### config.mk
export PLATFORM = sky130hd
export DESIGN_NAME = uart_rx
export DESIGN_NICKNAME = d
export VERILOG_FILES = /design/src/rtl/uart_rx.sv
export SDC_FILE = /design/constraint.sdc
export NUM_CORES = 1
export LEC_CHECK = 0
export ABC_AREA = 1
export CAP_MARGIN = 20
export CORE_ASPECT_RATIO = 1.4
export CORE_MARGIN = 5
export CORE_UTILIZATION = 60
export DETAILED_ROUTE_END_ITERATION = 10
export PLACE_DENSITY = 0.83
export SLEW_MARGIN = 0
export SYNTH_ARGS = -nofsm -noshare
export SYNTH_HDL_FRONTEND = slang
export SYNTH_SLANG_ARGS = --single-unit
### constraint.sdc
create_clock -name clk_i -period 3.4 [get_ports clk_i]
set_clock_uncertainty 0.1 [all_clocks]
set_input_delay 0.68 -clock clk_i [delete_from_list [all_inputs] [get_ports clk_i]]
set_output_delay 0.68 -clock clk_i [all_outputs]
set_load 0.05 [all_outputs]
### src/rtl/uart_rx.sv
// 8N1 UART receiver with a one-entry holding register.
// Bytes arrive LSB first. A completed byte waits in data_o until read_i
// consumes it. Framing errors and overruns are reported as one-cycle pulses.
module uart_rx #(
    parameter int FREQ = 27000000,
    parameter int BAUD = 115200
) (
    input  logic       clk_i,
    input  logic       rst_i,
    input  logic       uart_rx_i,
    output logic [7:0] data_o,
    output logic       valid_o,
    input  logic       read_i,
    output logic       frame_err_o,
    output logic       overrun_o
);
    localparam int DIV = (FREQ + BAUD / 2) / BAUD;
    localparam int CW  = $clog2(DIV);
    localparam logic [CW-1:0] HALF = CW'(DIV / 2 - 1);
    localparam logic [CW-1:0] FULL = CW'(DIV - 1);

    typedef enum logic [1:0] {IDLE, START, DATA, STOP} state_t;

    state_t        state;
    logic [CW-1:0] cnt;
    logic [2:0]    bit_idx;
    logic [7:0]    shreg;
    logic          rx_m, rx_s, rx_q;
    logic          start_edge, tick;

    // A falling edge on the synchronized line marks a candidate start bit.
    assign start_edge = rx_q & ~rx_s;
    assign tick       = (state != IDLE) && (cnt == '0);

    // Two-flop synchronizer plus one delayed copy; resets high so that
    // leaving reset never looks like a start edge.
    always_ff @(posedge clk_i) begin
        if (rst_i) begin
            rx_m <= 1'b1;
            rx_s <= 1'b1;
            rx_q <= 1'b1;
        end else begin
            rx_m <= uart_rx_i;
            rx_s <= rx_m;
            rx_q <= rx_s;
        end
    end

    // Frame FSM, bit timer, shift register and holding-register delivery.
    always_ff @(posedge clk_i) begin
        if (rst_i) begin
            state       <= IDLE;
            cnt         <= '0;
            bit_idx     <= '0;
            shreg       <= '0;
            data_o      <= '0;
            valid_o     <= 1'b0;
            frame_err_o <= 1'b0;
            overrun_o   <= 1'b0;
        end else begin
            frame_err_o <= 1'b0;
            overrun_o   <= 1'b0;
            // A consume with no concurrent delivery empties the buffer.
            if (read_i && valid_o) valid_o <= 1'b0;
            if (state != IDLE && !tick) cnt <= cnt - 1'b1;
            case (state)
                IDLE: begin
                    if (start_edge) begin
                        cnt   <= HALF;
                        state <= START;
                    end
                end
                START: begin
                    if (tick) begin
                        if (rx_s) begin
                            state <= IDLE;
                        end else begin
                            cnt     <= FULL;
                            bit_idx <= '0;
                            state   <= DATA;
                        end
                    end
                end
                DATA: begin
                    if (tick) begin
                        shreg <= {rx_s, shreg[7:1]};
                        cnt   <= FULL;
                        if (bit_idx == 3'd7) state <= STOP;
                        else bit_idx <= bit_idx + 1'b1;
                    end
                end
                STOP: begin
                    if (tick) begin
                        state <= IDLE;
                        if (!rx_s) begin
                            frame_err_o <= 1'b1;
                        end else if (!valid_o || read_i) begin
                            // Same-cycle read frees the slot for the new byte.
                            data_o  <= shreg;
                            valid_o <= 1'b1;
                        end else begin
                            overrun_o <= 1'b1;
                        end
                    end
                end
                default: state <= IDLE;
            endcase
        end
    end
endmodule

# --- Yosys cells after proc, flatten, opt, wreduce, memory -nomap -nowiden ---
# Index checks and enable logic that the tools add are counted.
classes:
  reduce_logical: 16
  mux: 25
  addsub: 2
  bitwise_logic: 4
  n_eq_ne: 11
op_table:
  columns: ["op", "n"]
  rows:
  - ["two-way mux 8 bit", 5]
  - ["one-hot mux 8 bit (3 select lines)", 1]
  - ["inequality test 2 bit, second input constant", 7]
  - ["two-way mux 2 bit", 6]
  - ["two-way mux 3 bit", 4]
  - ["AND reduction 5 bit", 2]
  - ["zero test 8 bit", 1]
  - ["one-hot mux 2 bit (4 select lines)", 1]
  - ["subtractor 8 x 1 -> 8 bit, second input constant", 1]
  - ["two-way mux 1 bit", 7]
  - ["one-hot mux 3 bit (2 select lines)", 1]
  - ["equality test 2 bit, second input constant", 2]
  - ["AND reduction 4 bit", 1]
  - ["nonzero test 2 bit", 2]
  - ["OR reduction 4 bit", 1]
  - ["adder 3 x 1 -> 3 bit, second input constant", 1]
  - ["equality test 3 bit, second input constant", 1]
  - ["logical AND 1 bit", 3]
  - ["inverter 1 bit", 3]
  - ["OR reduction 3 bit", 1]
  - ["equality test 2 x 1 -> 1 bit, second input constant", 1]
  - ["zero test 1 bit", 2]
  - ["zero test 2 bit", 1]
  - ["AND reduction 2 bit", 1]
  - ["other kinds (2)", 2]
totals:
  wordCells: 69
  out_inout_bits: 11
  ff_bits: 35

# --- Longest topological paths before layout ---
logic_depth:
  ltp_word: 8
  ltp_mapped: 13
  ltp_nobuf: 13

# --- Worst setup path before layout ---
# OpenSTA, ideal clock, no wires.
synth_timing:
  path_kind: "flip-flop to flip-flop"
  start: "register cnt[0]"
  end: "register cnt[6]"
  arrival_time_ns: 1.393
  setup_time_ns: 0.109
  path_buffers: 0
  t_required_ns: 3.191
  slack_ns: 1.798
  path_stages_with_launch: 14
  path_cell_list: "dfxtp_1 > inv_2 > ha_1 > nand3_2 > nor2_8 > inv_2 > nand2_2 > nor2_4 > nand2_1 > nor2_1 > nor2_1 > nand2_1 > nand2_1 > inv_1"
synth_via:
  elab_chain_len: 8
synth_rtl:
  columns: ["item", "line_no", "text"]
  rows:
  - ["start: declaration", "25", "logic [CW-1:0] cnt;"]
  - ["start signal: assignment", "65", "if (state != IDLE && !tick) cnt <= cnt - 1'b1;"]
  - ["branches (longest 7 deep; another with subtractor 8 x 1 -> 8 bit)", null, null]
  - ["one-hot mux 8 bit (3 select lines) *", "66", "case (state)"]
# Every way passes the cells marked *.
# A chain may end at the register's enable or synchronous reset.

# --- Worst setup path in the final report ---
layout_timing:
  start: "register data_o[5]"
  end: "output port data_o[5]"
layout_lines:
  columns: ["item", "line_no", "text"]
  rows:
  - ["start: declaration", "11", "output logic [7:0] data_o,"]
  - ["start signal: assignment", "99", "data_o <= shreg;"]
# No word-level cell between the ends.

==> results.py <==
metrics = {
    "synthesis": {
        "avgSynthCellArea_sq_um": 7.48,
        "syn_area_sq_um": 1630,
        "ys_types": 31,
        "synth_xor_area_share_pct": 1.07,
        "muxShareOfSynthArea_pct": 0,
        "synth-simple-area-share_pct": 30.1,
        "synth_fa_ha_area_share_pct": 2.30,
        "synth.net_count": 225,
        "synth.area.top_cells": "dfxtp_1 (43%), nand2_1 (8.5%), nor2_1 (7.1%)",
        "synth_compound_area_share_pct": 14.9,
        "synth.top_cell.area_share_pct": 43.0,
        "synth_top_area_cell": "dfxtp_1",
        "synth-seq-cells": 35,
        "synth_cells": 218,
        "synth-seq-area-share_pct": 43.0,
        "synth_top_family_by_area": "simple AND/OR/NAND/NOR gates",
        "ys_warn_count": 0,
    },
    "global_route": {
        "grtUsageMet2_pct": 30.6,
        "grt_overflow": 0,
        "grt_pass1_wl_um": 5320,
        "use_met1_pct": 21.0,
        "antenna_found_initial": 0,
        "grt.busiest_layer": "met2",
        "met3_usage_pct": 5.82,
        "grt_pass1_vias": 1281,
        "grt_start_max_net_pins": 24,
        "grt_use_total_pct": 18.8,
    },
    "sta": {
        "clock.fmax_ghz": 0.435,
        "hold_viol_final": 0,
        "tightest_slew_ns": 0.577,
        "grt_setup_unrepaired": "false",
        "fin_crit_sh_pct": 67.7,
        "slew_viol_final": 0,
        "final-setup-viol-count": 0,
        "relSlewSlack_pct": 61.5,
        "fin_crit_ns": 2.30,
        "hold_slack_ns": 0.319,
        "fin_tns_setup_ns": 0,
    },
    "route": {
        "via_per_inst": 5.06,
        "drt-total-wl_um": 3060,
        "post_drt_wl_per_cell_um": 11.3,
        "drt_iter0_drc": 24,
        "first_pass_iters": 4,
        "ant_nets": 0,
        "vias": 1376,
        "route.detailed.drc": 0,
    },
    "hold_path": {
        "min-delay-start": "rx_m",
        "hp-class": "reg -> reg",
    },
    "die": {
        "ios": 15,
        "fp.dieH_um": 71.7,
        "dieArea_sq_um": 3870,
        "initial_core_util_pct": 62.3,
        "die_w_um": 54.1,
        "core-area_sq_um": 2620,
        "rows": 22,
    },
    "power": {
        "p_leak_nw": 0.837,
        "p_per_area_nw_per_um2": 628,
        "ir_drop_mv": 0.485,
    },
    "critical_path": {
        "startpoint_type": "register",
        "cp_slowest_cell": "clkdlybuf4s50_1",
        "critPathKind": "reg -> out",
        "crit_start": "data_o[5]",
        "crit_fanout": 2,
        "critPathTopFamily": "buffers and inverters",
        "crit_buf_inv": 1,
        "critPathMaxStageDelay_ns": 0.82,
        "required_ns": 2.62,
        "cp.arrival_ns": 1.52,
        "regToRegStartpoint": "cnt[0]",
        "path_cells": "clkdlybuf4s50_1",
        "ff2ff_setup_slack_ns": 1.55,
        "endpoint_kind": "output pin",
    },
    "clock_network": {
        "clk_latency_ns": 0.35,
        "clock_sinks": 35,
        "cts.path.max_buffers": 2,
        "ctsHoldBuffers": 0,
        "cts-buffers-inserted": 5,
        "path_clk_slew_ns": 0.11,
        "tritoncts": "built",
        "cts-root-buf": "clkbuf_4",
        "ctsResizeCount": 0,
        "post_cts_buffers": 0,
        "htreeDepth": 2,
    },
    "cells_and_area": {
        "syn_to_final_growth_pct": 13.6,
        "antennaDiodeCount": 0,
        "finish.utilization_pct": 70.8,
        "final_common_cell": "nand2_1",
        "fin_area_sq_um": 1850,
        "layout_common_cells": "nand2_1 (37), dfxtp_1 (35), nor2_1 (31), inv_1 (22)",
        "drive_gt1_share_pct": 15.7,
        "final_nets": 242,
    },
    "place": {
        "port_buffers": 14,
        "dpl_cell_area_sq_um": 1800,
        "dp_hpwl_um": 2310,
        "routabilityCongestion": 0.872,
    },
    "run": {
        "cap_violations": 0,
    },
    "status": {
        "status": "finished, final reports clean",
    },
}
cells in the mapped netlist (all sizes together):
cell	instances
a211oi	1
a21boi	1
a21oi	16
a31oi	1
a41oi	1
buf	2
clkbuf	2
dfxtp	35
ha	3
inv	33
nand2	41
nand3	10
nand4	2
nor2	38
nor3	3
nor4	1
o21ai	22
o31ai	1
or2	3
xor2	2
power by group:
group          switching [W]  internal (W)  leakage [nW]
clock               0.000138     0.0000797        0.0282
sequential         0.0000410      0.000448         0.284
combinational       0.000300      0.000155         0.525
metal layers:
metal / vias to the layer above / wire, um
li1: 740 / -
met1: 603 / 1330
met2: 24 / 1490
met4: 0 / 110
met5: - / 0
met3: 9 / 125
metrics by stage:
| stage | power, W | std cells | setup slack, ns |
|---|---|---|---|
| after floorplan | 0.000875 | 218 | 1.80 |
| after global placement | 0.000939 | 264 | 1.02 |
| after detailed placement | 0.000950 | 264 | 0.976 |
| after CTS | 0.00117 | 272 | 1.06 |
| after global routing | 0.00124 | 272 | 1.05 |
| final | 0.00116 | 272 | 1.10 |
registers in the layout (all words and copies together) (netlist names), 3 cells and up, named ones only:
| signal | flops |
|---|---|
| cnt | 8 |
| data_o | 8 |
| shreg | 8 |
| bit_idx | 3 |
kinds of logic (layout without fill, tap and decap cells):
logic type / Yosys count / count (layout)
flops: 35 / 35
compound gates: 43 / 43
simple gates: 98 / 98
buf+inv: 37 / 55
fa+ha+maj: 3 / 3
xor+xnor: 2 / 2
final timing paths:
check / to / depth (start not counted)
min reg2reg: rx_s / 1
max reg2reg: cnt[6] / 13
min: rx_s / 1
max: data_o[5] / 1
cell type report:
type                       instances  area (sq um)
sequential                        35           701
multi-input combinational        146           788
clock inverter                     2          12.5
inverter                          33           124
timing repair buffer              14           140
fill                             229           763
tap                               36          45.0
clock buffer                       6          41.3
Note: power is estimated with default switching activity, not from simulation.
